[config.mk]
export PLATFORM = sky130hd
export DESIGN_NAME = phy_scan_mode_ctrl
export DESIGN_NICKNAME = d
export VERILOG_FILES = /design/src/rtl/phy_scan_pkg.sv /design/src/rtl/phy_scan_mode_ctrl_settle_cnt.sv /design/src/rtl/phy_scan_mode_ctrl.sv
export SDC_FILE = /design/constraint.sdc
export NUM_CORES = 1
export LEC_CHECK = 0
export CORE_MARGIN = 4
export CORE_UTILIZATION = 51
export DETAILED_ROUTE_END_ITERATION = 16
export GPL_ROUTABILITY_DRIVEN = 1
export PLACE_DENSITY = 0.84
export SYNTH_ARGS = -nofsm -noshare
export SYNTH_HDL_FRONTEND = slang
export SYNTH_SLANG_ARGS = --single-unit
[constraint.sdc]
create_clock -name clk_in -period 2.4 [get_ports clk_in]
set_input_delay 0.48 -clock clk_in [delete_from_list [all_inputs] [get_ports clk_in]]
set_output_delay 0.48 -clock clk_in [all_outputs]
set_load 0.01 [all_outputs]
[src/rtl/phy_scan_pkg.sv]
// Shared types for the PHY scan-mode sequencer: state encoding, default timings
// and the state-to-output decode.
package phy_scan_pkg;

  localparam int PHY_SCAN_RST_CYCLES    = 8;
  localparam int PHY_SCAN_SETTLE_CYCLES = 16;

  typedef enum logic [2:0] {
    ST_FUNC      = 3'd0,
    ST_ENTER_RST = 3'd1,
    ST_ENTER_MUX = 3'd2,
    ST_SCAN      = 3'd3,
    ST_EXIT_RST  = 3'd4,
    ST_EXIT_MUX  = 3'd5
  } phy_scan_state_t;

  typedef struct packed {
    logic mode_en;
    logic fcn_rst;
    logic ack;
    logic busy;
  } phy_scan_outs_t;

  function automatic phy_scan_outs_t phy_scan_outs_of(input phy_scan_state_t st);
    phy_scan_outs_t o;
    case (st)
      ST_FUNC:      o = 4'b0000;
      ST_ENTER_RST: o = 4'b0101;
      ST_ENTER_MUX: o = 4'b1101;
      ST_SCAN:      o = 4'b1010;
      ST_EXIT_RST:  o = 4'b1101;
      ST_EXIT_MUX:  o = 4'b0101;
      default:      o = 4'b0000;
    endcase
    return o;
  endfunction

endpackage

[src/rtl/phy_scan_mode_ctrl_settle_cnt.sv]
// Loadable down-counter timing the reset and settle windows; saturates at zero.
import phy_scan_pkg::*;

module phy_scan_settle_cnt #(
  parameter int CNT_W = 8
) (
  input  logic             clk_in,
  input  logic             rst_in,
  input  logic             load_in,
  input  logic [CNT_W-1:0] load_val_in,
  output logic             zero_out
);

  logic [CNT_W-1:0] cnt_q;

  always_ff @(posedge clk_in) begin
    if (rst_in) begin
      cnt_q <= '0;
    end else if (load_in) begin
      cnt_q <= load_val_in;
    end else if (cnt_q != '0) begin
      cnt_q <= cnt_q - 1'b1;
    end
  end

  assign zero_out = (cnt_q == '0);

endmodule

[src/rtl/phy_scan_mode_ctrl.sv]
// Sequencer for the PHY scan-mux select: wraps every select change in a forced
// functional reset. Optional sticky scan lock under PHY_SCAN_LOCK_EN.
import phy_scan_pkg::*;

module phy_scan_mode_ctrl #(
  parameter int RST_CYCLES    = PHY_SCAN_RST_CYCLES,
  parameter int SETTLE_CYCLES = PHY_SCAN_SETTLE_CYCLES,
  parameter int CNT_W         = 8
) (
  input  logic       clk_in,
  input  logic       rst_in,
  input  logic       scan_req_in,
  output logic       scan_mode_en_out,
  output logic       fcn_rst_out,
  output logic       scan_ack_out,
  output logic       busy_out,
  output logic [2:0] state_out
);

  localparam logic [CNT_W-1:0] RST_LOAD    = CNT_W'(RST_CYCLES - 1);
  localparam logic [CNT_W-1:0] SETTLE_LOAD = CNT_W'(SETTLE_CYCLES - 1);

  phy_scan_state_t  state_q, state_nxt;
  phy_scan_outs_t   outs_q;
  logic             cnt_load;
  logic [CNT_W-1:0] cnt_load_val;
  logic             cnt_zero;
  logic             lock_q;

  phy_scan_settle_cnt #(.CNT_W(CNT_W)) u_settle_cnt (
    .clk_in      (clk_in),
    .rst_in      (rst_in),
    .load_in     (cnt_load),
    .load_val_in (cnt_load_val),
    .zero_out    (cnt_zero)
  );

  // Counter is loaded on the same edge the FSM enters a timed state
  always_comb begin
    state_nxt    = state_q;
    cnt_load     = 1'b0;
    cnt_load_val = '0;
    case (state_q)
      ST_FUNC: if (scan_req_in) begin
        state_nxt    = ST_ENTER_RST;
        cnt_load     = 1'b1;
        cnt_load_val = RST_LOAD;
      end
      ST_ENTER_RST: if (cnt_zero) begin
        state_nxt    = ST_ENTER_MUX;
        cnt_load     = 1'b1;
        cnt_load_val = SETTLE_LOAD;
      end
      ST_ENTER_MUX: if (cnt_zero) state_nxt = ST_SCAN;
      ST_SCAN: if (!scan_req_in && !lock_q) begin
        state_nxt    = ST_EXIT_RST;
        cnt_load     = 1'b1;
        cnt_load_val = RST_LOAD;
      end
      ST_EXIT_RST: if (cnt_zero) begin
        state_nxt    = ST_EXIT_MUX;
        cnt_load     = 1'b1;
        cnt_load_val = SETTLE_LOAD;
      end
      ST_EXIT_MUX: if (cnt_zero) state_nxt = ST_FUNC;
      default: state_nxt = ST_FUNC;
    endcase
  end

`ifndef PHY_SCAN_LOCK_EN
  assign lock_q = 1'b0;
`endif

  // Outputs decoded from the next state so they line up with state_q
  always_ff @(posedge clk_in) begin
    if (rst_in) begin
      state_q <= ST_FUNC;
      outs_q  <= '0;
`ifdef PHY_SCAN_LOCK_EN
      lock_q  <= 1'b0;
`endif
    end else begin
      state_q <= state_nxt;
      outs_q  <= phy_scan_outs_of(state_nxt);
`ifdef PHY_SCAN_LOCK_EN
      if (state_nxt == ST_SCAN) lock_q <= 1'b1;
`endif
    end
  end

  assign scan_mode_en_out = outs_q.mode_en;
  assign fcn_rst_out      = outs_q.fcn_rst;
  assign scan_ack_out     = outs_q.ack;
  assign busy_out         = outs_q.busy;
  assign state_out        = state_q;

endmodule
==> summary.md, run 1 <==
| Metric | Value |
|---|---|
| Arrival time of data at the critical path endpoint | 1.48 ns |
| Internal reg-to-reg setup slack | 0.48 ns |
| Initial antenna violation count | 0 |
| Worst slack, placed | 0.401 ns |
| Max stage delay cell, worst path | clkdlybuf4s50_1 |
| Vert. Die Dim | 45.9 um |
| Overall die width | 45.9 um |
| Synthesis-stage register bit count | 14 |
| Root buffer selected by CTS | clkbuf_4 |
| Type of element launching the critical path | register |
| Post-Route Skew | 0.00483 ns |
| Worst Hold Slack | 0.551 ns |
| Yosys warnings | 0 |
| Number of sinks handled by clock tree synthesis | 14 |
| Worst-Skew Late Latency | 0.28 ns |
| Logic depth of the worst register-to-register path | 6 |
| Remaining Overflow, GRT | 0 |
| Total CTS buffers | 3 |
| Final worst path period need | 1.96 ns |
| Maximum fanout encountered on the critical timing path | 13 |
| Max-slew headroom at the worst pin | 64.8% |
| Number of different library cells in the post-synthesis netlist | 34 |
| H-tree depth | 1 |
| Pin count of the biggest net entering global routing | 14 |
| Fraction of post-synthesis cell area in the top cell type by area | 38.3% |
| Number of setup buffers added after CTS | 0 |
| Total power draw | 0.00106 W |
| Highest-count cells in the layout ignoring fill and taps | dfxtp_1, nor2_1, clkdlybuf4s50_1, a21oi_1, o21ai_0 |
| ANT cells | 0 |
| Final setup violation count | 0 |
| Area of the die | 2110 um2 |
| Syn_nets | 93 |
| Largest buffer count on any clock path | 2 |
| Post-CTS clock slew at the launch and capture registers of the worst setup and hold paths | 0.08 ns |
| Post-synthesis average cell area | 8.22 um2 |
| Startpoint of the worst setup timing path | state_out[2] |
| Number of fill cells in the layout | 115 |
| Initial Util | 54.9% |
| Buffers added on ports | 9 |
| Portion of the clock cycle consumed by the worst path in the final layout | 81.5% |
| Launch point of the worst reg-to-reg path | u_settle_cnt.cnt_q[0] |
| Global-route wire length before repair | 2570 um |
| ANT nets after route | 0 |
| Critical Path End Type | primary output |
| Status | finished clean |
| All-Layer GR Usage | 17.5% |
| Leading cell type in the layout, fill and taps excluded | dfxtp_1 |
| Via count of the first global-routing pass | 588 |
| Vias post-DR | 679 |
| CP cell instances | clkdlybuf4s50_1 |
| Largest stage delay, worst path | 0.62 ns |
| Post-cts hold buffer count | 0 |
| Sum of routed wire length over all layers | 1550 um |
| Cell count along the critical path | 1 |
| Data required time of the critical path | 1.92 ns |
| Class of the tightest hold or removal check | register to register |
| Actual transition at the worst max-transition pin | 0.523 ns |
| Leakage dissipation | 0.291 nW |
| Fraction of layout cells with a size suffix above 1 | 8.25% |
| Number of buffer and inverter instances along the worst setup path | 1 |
| Hold Violations, Final | 0 |
| Seq/Total Area, Yosys | 38.3% |
| Cells after synthesis | 89 |
| Number of max-cap violations | 0 |
| RSZ-0062 raised after global routing | no |
| Via-per-instance ratio | 6.06 |
| DR DRC count | 0 |
| Final worst-path setup slack | 0.443 ns |
| Count of boundary I/O pins | 10 |
| Net count reported at finish | 103 |
| Top achievable clock speed | 511 MHz |
| Post-synth design cell area | 732 um2 |
| Fin util | 63.6% |
| Maximum vdd ir drop | 0.638 mV |
| HPWL after detailed placement | 1140 um |
| Floorplan row count | 13 |
| Post-cts sizing count | 0 |
| Placer Congestion | 0.837 |
| Iteration-0 DRC Markers | 27 |
| CTS tree | done |
| Class of the most critical setup path | register to primary output |
| Average wire length per cell after detail routing | 13.9 um |
| Largest area contributor in the synthesized netlist | dfxtp_1 |
| Area inside the core boundary | 1330 um2 |
| Area growth from synthesis to layout | 15.9% |
| Length of the first detailed-routing pass in iterations | 4 |
| Pins Over Slew Limit | 0 |
| Top delay family on crit path | buffers and inverters |
| Power per Cell Area | 1250 nW/um2 |
| Sum of negative setup slack | 0 ns |
| Ranking of synthesized cells by area | dfxtp_1, nor2_1, a21oi_1 |
| Worst reg2reg path endpoint | state_out[0] |
| Worst setup path endpoint | state_out[2] |
[cell families (layout without fill, tap and decap cells)]
family | after synthesis | after routing | synth area share, %
AND/OR/NAND/NOR | 38 | 38 | 29.9
AO/OA/AOI/OAI | 24 | 24 | 20.9
flip-flops | 14 | 14 | 38.3
buffers and inverters | 9 | 17 | 5.13
multiplexers | 2 | 2 | 2.91
adder cells (fa/ha/maj) | 1 | 1 | 1.71
XOR/XNOR | 1 | 1 | 1.20
[where the power goes]
part           internal (W)  switching (W)
Clock             0.0000582      0.0000700
Sequential         0.000299      0.0000818
Combinational      0.000262       0.000286
Total              0.000619       0.000437
[metrics by stage]
step	cells	cell area [um2]
floorplan	89	732
global placement	109	826
detailed placement	109	826
CTS	112	848
global route	112	848
finish	112	848
[cell usage after synthesis, drive strengths merged]
cell,number
nor2,12
or3,3
a22oi,1
clkbuf,4
a311oi,1
inv,4
o21bai,1
nand2b,2
mux2,1
or3b,1
a21oi,7
nor3,3
o22a,1
nor3b,1
o21ai,5
or4b,2
or2,1
xnor2,1
dfxtp,14
and2,1
ha,1
nand3,1
a31oi,4
nor4,4
nor4bb,1
nor2b,1
mux2i,1
o21a,2
nor4b,2
o32ai,1
buf,1
a2111o,1
nand2,3
[how the worst min path moves through the flow]
stage | start | end | slack, ns | depth (start not counted)
after floorplan | u_settle_cnt.cnt_q[6] | u_settle_cnt.cnt_q[6] | 0.48 | 2
after global placement | u_settle_cnt.cnt_q[6] | u_settle_cnt.cnt_q[6] | 0.52 | 2
after detailed placement | u_settle_cnt.cnt_q[6] | u_settle_cnt.cnt_q[6] | 0.53 | 2
after CTS | u_settle_cnt.cnt_q[6] | u_settle_cnt.cnt_q[6] | 0.55 | 2
after global routing | u_settle_cnt.cnt_q[5] | u_settle_cnt.cnt_q[5] | 0.57 | 2
final | u_settle_cnt.cnt_q[6] | u_settle_cnt.cnt_q[6] | 0.55 | 2
[flip-flops by register name, indices dropped and copies added (netlist names)]
signal / flops
fcn_rst_out: 1
scan_ack_out: 1
state_out: 3
scan_mode_en_out: 1
u_settle_cnt.cnt_q: 8
[metal layers]
metal / vias to the layer above / track usage [%] / wire [um]
met4: 0 / 10.2 / 40
met3: 8 / 4.74 / 88
met5: - / 0 / 0
met1: 304 / 20.9 / 705
li1: 345 / - / -
met2: 22 / 27.7 / 718
[layout make-up]
type,instances,area [um2],share of cell area (%)
well taps,15,18.8,2.21
inverters,4,15.0,1.77
clock buffers,3,22.5,2.65
flip-flops and latches,14,280,33.0
repair buffers,10,97.6,11.5
multi-input cells,66,414,48.8
(Power assumes the default switching activity.)
==> run 2: changes to the inputs <==
==> constraint.sdc (replaced) <==
create_clock -name clk_in -period 1.9 [get_ports clk_in]
set_input_delay 0.38 -clock clk_in [delete_from_list [all_inputs] [get_ports clk_in]]
set_output_delay 0.38 -clock clk_in [all_outputs]
set_load 0.01 [all_outputs]
==> summary.md, run 2 (synthesis results as in run 1) <==
| Metric | Value |
|---|---|
| Sum of negative setup slack | 0 ns (unchanged) |
| Floorplan row count | 13 (unchanged) |
| Net count reported at finish | 106 (+2.9%) |
| Count of boundary I/O pins | 10 (unchanged) |
| Pins Over Slew Limit | 0 (unchanged) |
| Placement-stage cell area | 848 um2 (+2.7%) |
| Max stage delay cell, worst path | clkdlybuf4s50_1 |
| Number of fill cells in the layout | 115 (unchanged) |
| Pin count of the biggest net entering global routing | 14 (unchanged) |
| HPWL after detailed placement | 1190 um (+4.3%) |
| Power per Cell Area | 1590 nW/um2 (+28%) |
| Layout Cell Area excl Fill | 878 um2 (+3.5%) |
| Data required time of the critical path | 1.52 ns (-0.40 ns) |
| Number of max-cap violations | 0 (unchanged) |
| Met2 usage in global routing | 32.1% (+4.4 points) |
| Buffers added on ports | 9 (unchanged) |
| Sum of routed wire length over all layers | 1710 um (+9.9%) |
| Area inside the core boundary | 1330 um2 (unchanged) |
| Initial antenna violation count | 0 (unchanged) |
| CP cell instances | clkdlybuf4s50_1 |
| Initial Util | 54.9% (unchanged) |
| RSZ-0062 raised after global routing | no |
| Largest buffer count on any clock path | 2 (unchanged) |
| Via count of the first global-routing pass | 681 (+16%) |
| Hold Violations, Final | 0 (unchanged) |
| Remaining Overflow, GRT | 0 (unchanged) |
| Worst slack, placed | 0.0418 ns (-0.359 ns) |
| Total power draw | 0.00140 W (+32%) |
| Class of the most critical setup path | register to primary output |
| Fin util | 65.9% (+2.3 points) |
| CTS tree | done |
| Post-CTS clock slew at the launch and capture registers of the worst setup and hold paths | 0.08 ns (about the same) |
| Largest Register | u_settle_cnt.cnt_q |
| H-tree depth | 1 (unchanged) |
| Met1 track demand over resource | 21.1% (+0.29 points) |
| Area of the die | 2110 um2 (unchanged) |
| Leading cell type in the layout, fill and taps excluded | dfxtp_1 |
| Leakage dissipation | 0.309 nW (+6.1%) |
| Vias post-DR | 728 (+7.2%) |
| All-Layer GR Usage | 19.0% (+1.5 points) |
| Placer Congestion | 0.780 (-6.8%) |
| Max-slew headroom at the worst pin | 65.3% (+0.49 points) |
| Actual transition at the worst max-transition pin | 0.516 ns (-0.00735 ns) |
| Via-per-instance ratio | 6.33 (+4.4%) |
| Worst-Skew Late Latency | 0.28 ns (about the same) |
| Portion of the clock cycle consumed by the worst path in the final layout | 95.1% |
| Area growth from synthesis to layout | 20.0% |
| Vert. Die Dim | 45.9 um (unchanged) |
| DR DRC count | 0 (unchanged) |
| ANT cells | 0 (unchanged) |
| Maximum fanout encountered on the critical timing path | 12 (-1) |
| Met3 layer usage reported by global route | 4.74% (unchanged) |
| Total CTS buffers | 3 (unchanged) |
| Iteration-0 DRC Markers | 18 (-33%) |
| Top achievable clock speed | 553 MHz |
| Class of the tightest hold or removal check | register to register |
| Arrival time of data at the critical path endpoint | 1.43 ns (-0.05 ns) |
| Number of setup buffers added after CTS | 0 (unchanged) |
| Post-Route Skew | 0.00436 ns (-0.000473 ns) |
| Number of buffer and inverter instances along the worst setup path | 1 (unchanged) |
| Critical Path End Type | primary output |
| Number of sinks handled by clock tree synthesis | 14 (unchanged) |
| Length of the first detailed-routing pass in iterations | 4 (unchanged) |
| Final worst-path setup slack | 0.0922 ns (-0.351 ns) |
| Fraction of layout cells with a size suffix above 1 | 13.0% (+4.8 points) |
| Status | finished clean |
| Highest-count cells in the layout ignoring fill and taps | dfxtp_1, nor2_1, clkdlybuf4s50_1, a21oi_1, o21ai_0 |
| Flip-flop count of the largest register after layout | 8 (unchanged) |
| ANT nets after route | 0 (unchanged) |
| Top delay family on crit path | buffers and inverters |
| Largest stage delay, worst path | 0.61 ns (about the same) |
| Final setup violation count | 0 (unchanged) |
| Average wire length per cell after detail routing | 14.8 um (+7.0%) |
| Top Usage Layer GRT | met2 |
| Overall die width | 45.9 um (unchanged) |
| Root buffer selected by CTS | clkbuf_4 |
| Global-route wire length before repair | 2880 um (+12%) |
| Type of element launching the critical path | register |
| Final worst path period need | 1.81 ns |
| Maximum vdd ir drop | 0.896 mV (+40%) |
[run 2: cell types whose count changed in the layout (fill, tap and decap cells not counted)]
cell	previous run	this run
buf_4	1	4
dfxtp_1	14	13
dfxtp_2	0	1
nor4b_1	2	1
nor4b_2	0	1
[run 2: path summary, 6_finish.rpt]
| check | from | end | slack, ns | depth (start not counted) |
|---|---|---|---|---|
| worst min register to register | u_settle_cnt.cnt_q[6] | u_settle_cnt.cnt_q[6] | 0.54 | 2 |
| worst max-delay path | state_out[1] | state_out[1] | 0.09 | 1 |
| worst min-delay path | u_settle_cnt.cnt_q[6] | u_settle_cnt.cnt_q[6] | 0.54 | 2 |
| worst max register to register | u_settle_cnt.cnt_q[0] | u_settle_cnt.cnt_q[6] | 0.11 | 5 |
[run 2: what timing repair did]
action,in CTS,in global routing
hold buffers,0,0
setup endpoints to repair,0,4
gates resized for setup,0,2
[run 2: metal layers]
layer | up-vias | routed length [um]
li1 | 356 | -
met1 | 330 | 724
met2 | 36 | 829
met3 | 6 | 112
met4 | 0 | 38
met5 | - | 0
[run 2: layout make-up]
| class | instances | area (um2) | area share, % |
|---|---|---|---|
| sequential | 14 | 282 | 32.1 |
| inverter | 4 | 15.0 | 1.71 |
| timing repair buffer | 13 | 120 | 13.7 |
| clock buffer | 3 | 22.5 | 2.56 |
| multi-input combinational | 66 | 420 | 47.9 |
| tap | 15 | 18.8 | 2.14 |
[run 2: power breakdown]
part	internal, W	switching, W	total [W]
Clock	0.0000735	0.0000939	0.000167
Sequential	0.000378	0.0000944	0.000472
Combinational	0.000368	0.000393	0.000761
Total	0.000819	0.000581	0.00140
[run 2: metrics by stage]
step / hold WS [ns] / std cells
6_report: 0.541 / 115
5_1_grt: 0.599 / 115
4_1_cts: 0.542 / 115
3_5_place_dp: 0.524 / 112
3_3_place_gp: 0.520 / 112
2_1_floorplan: 0.484 / 89
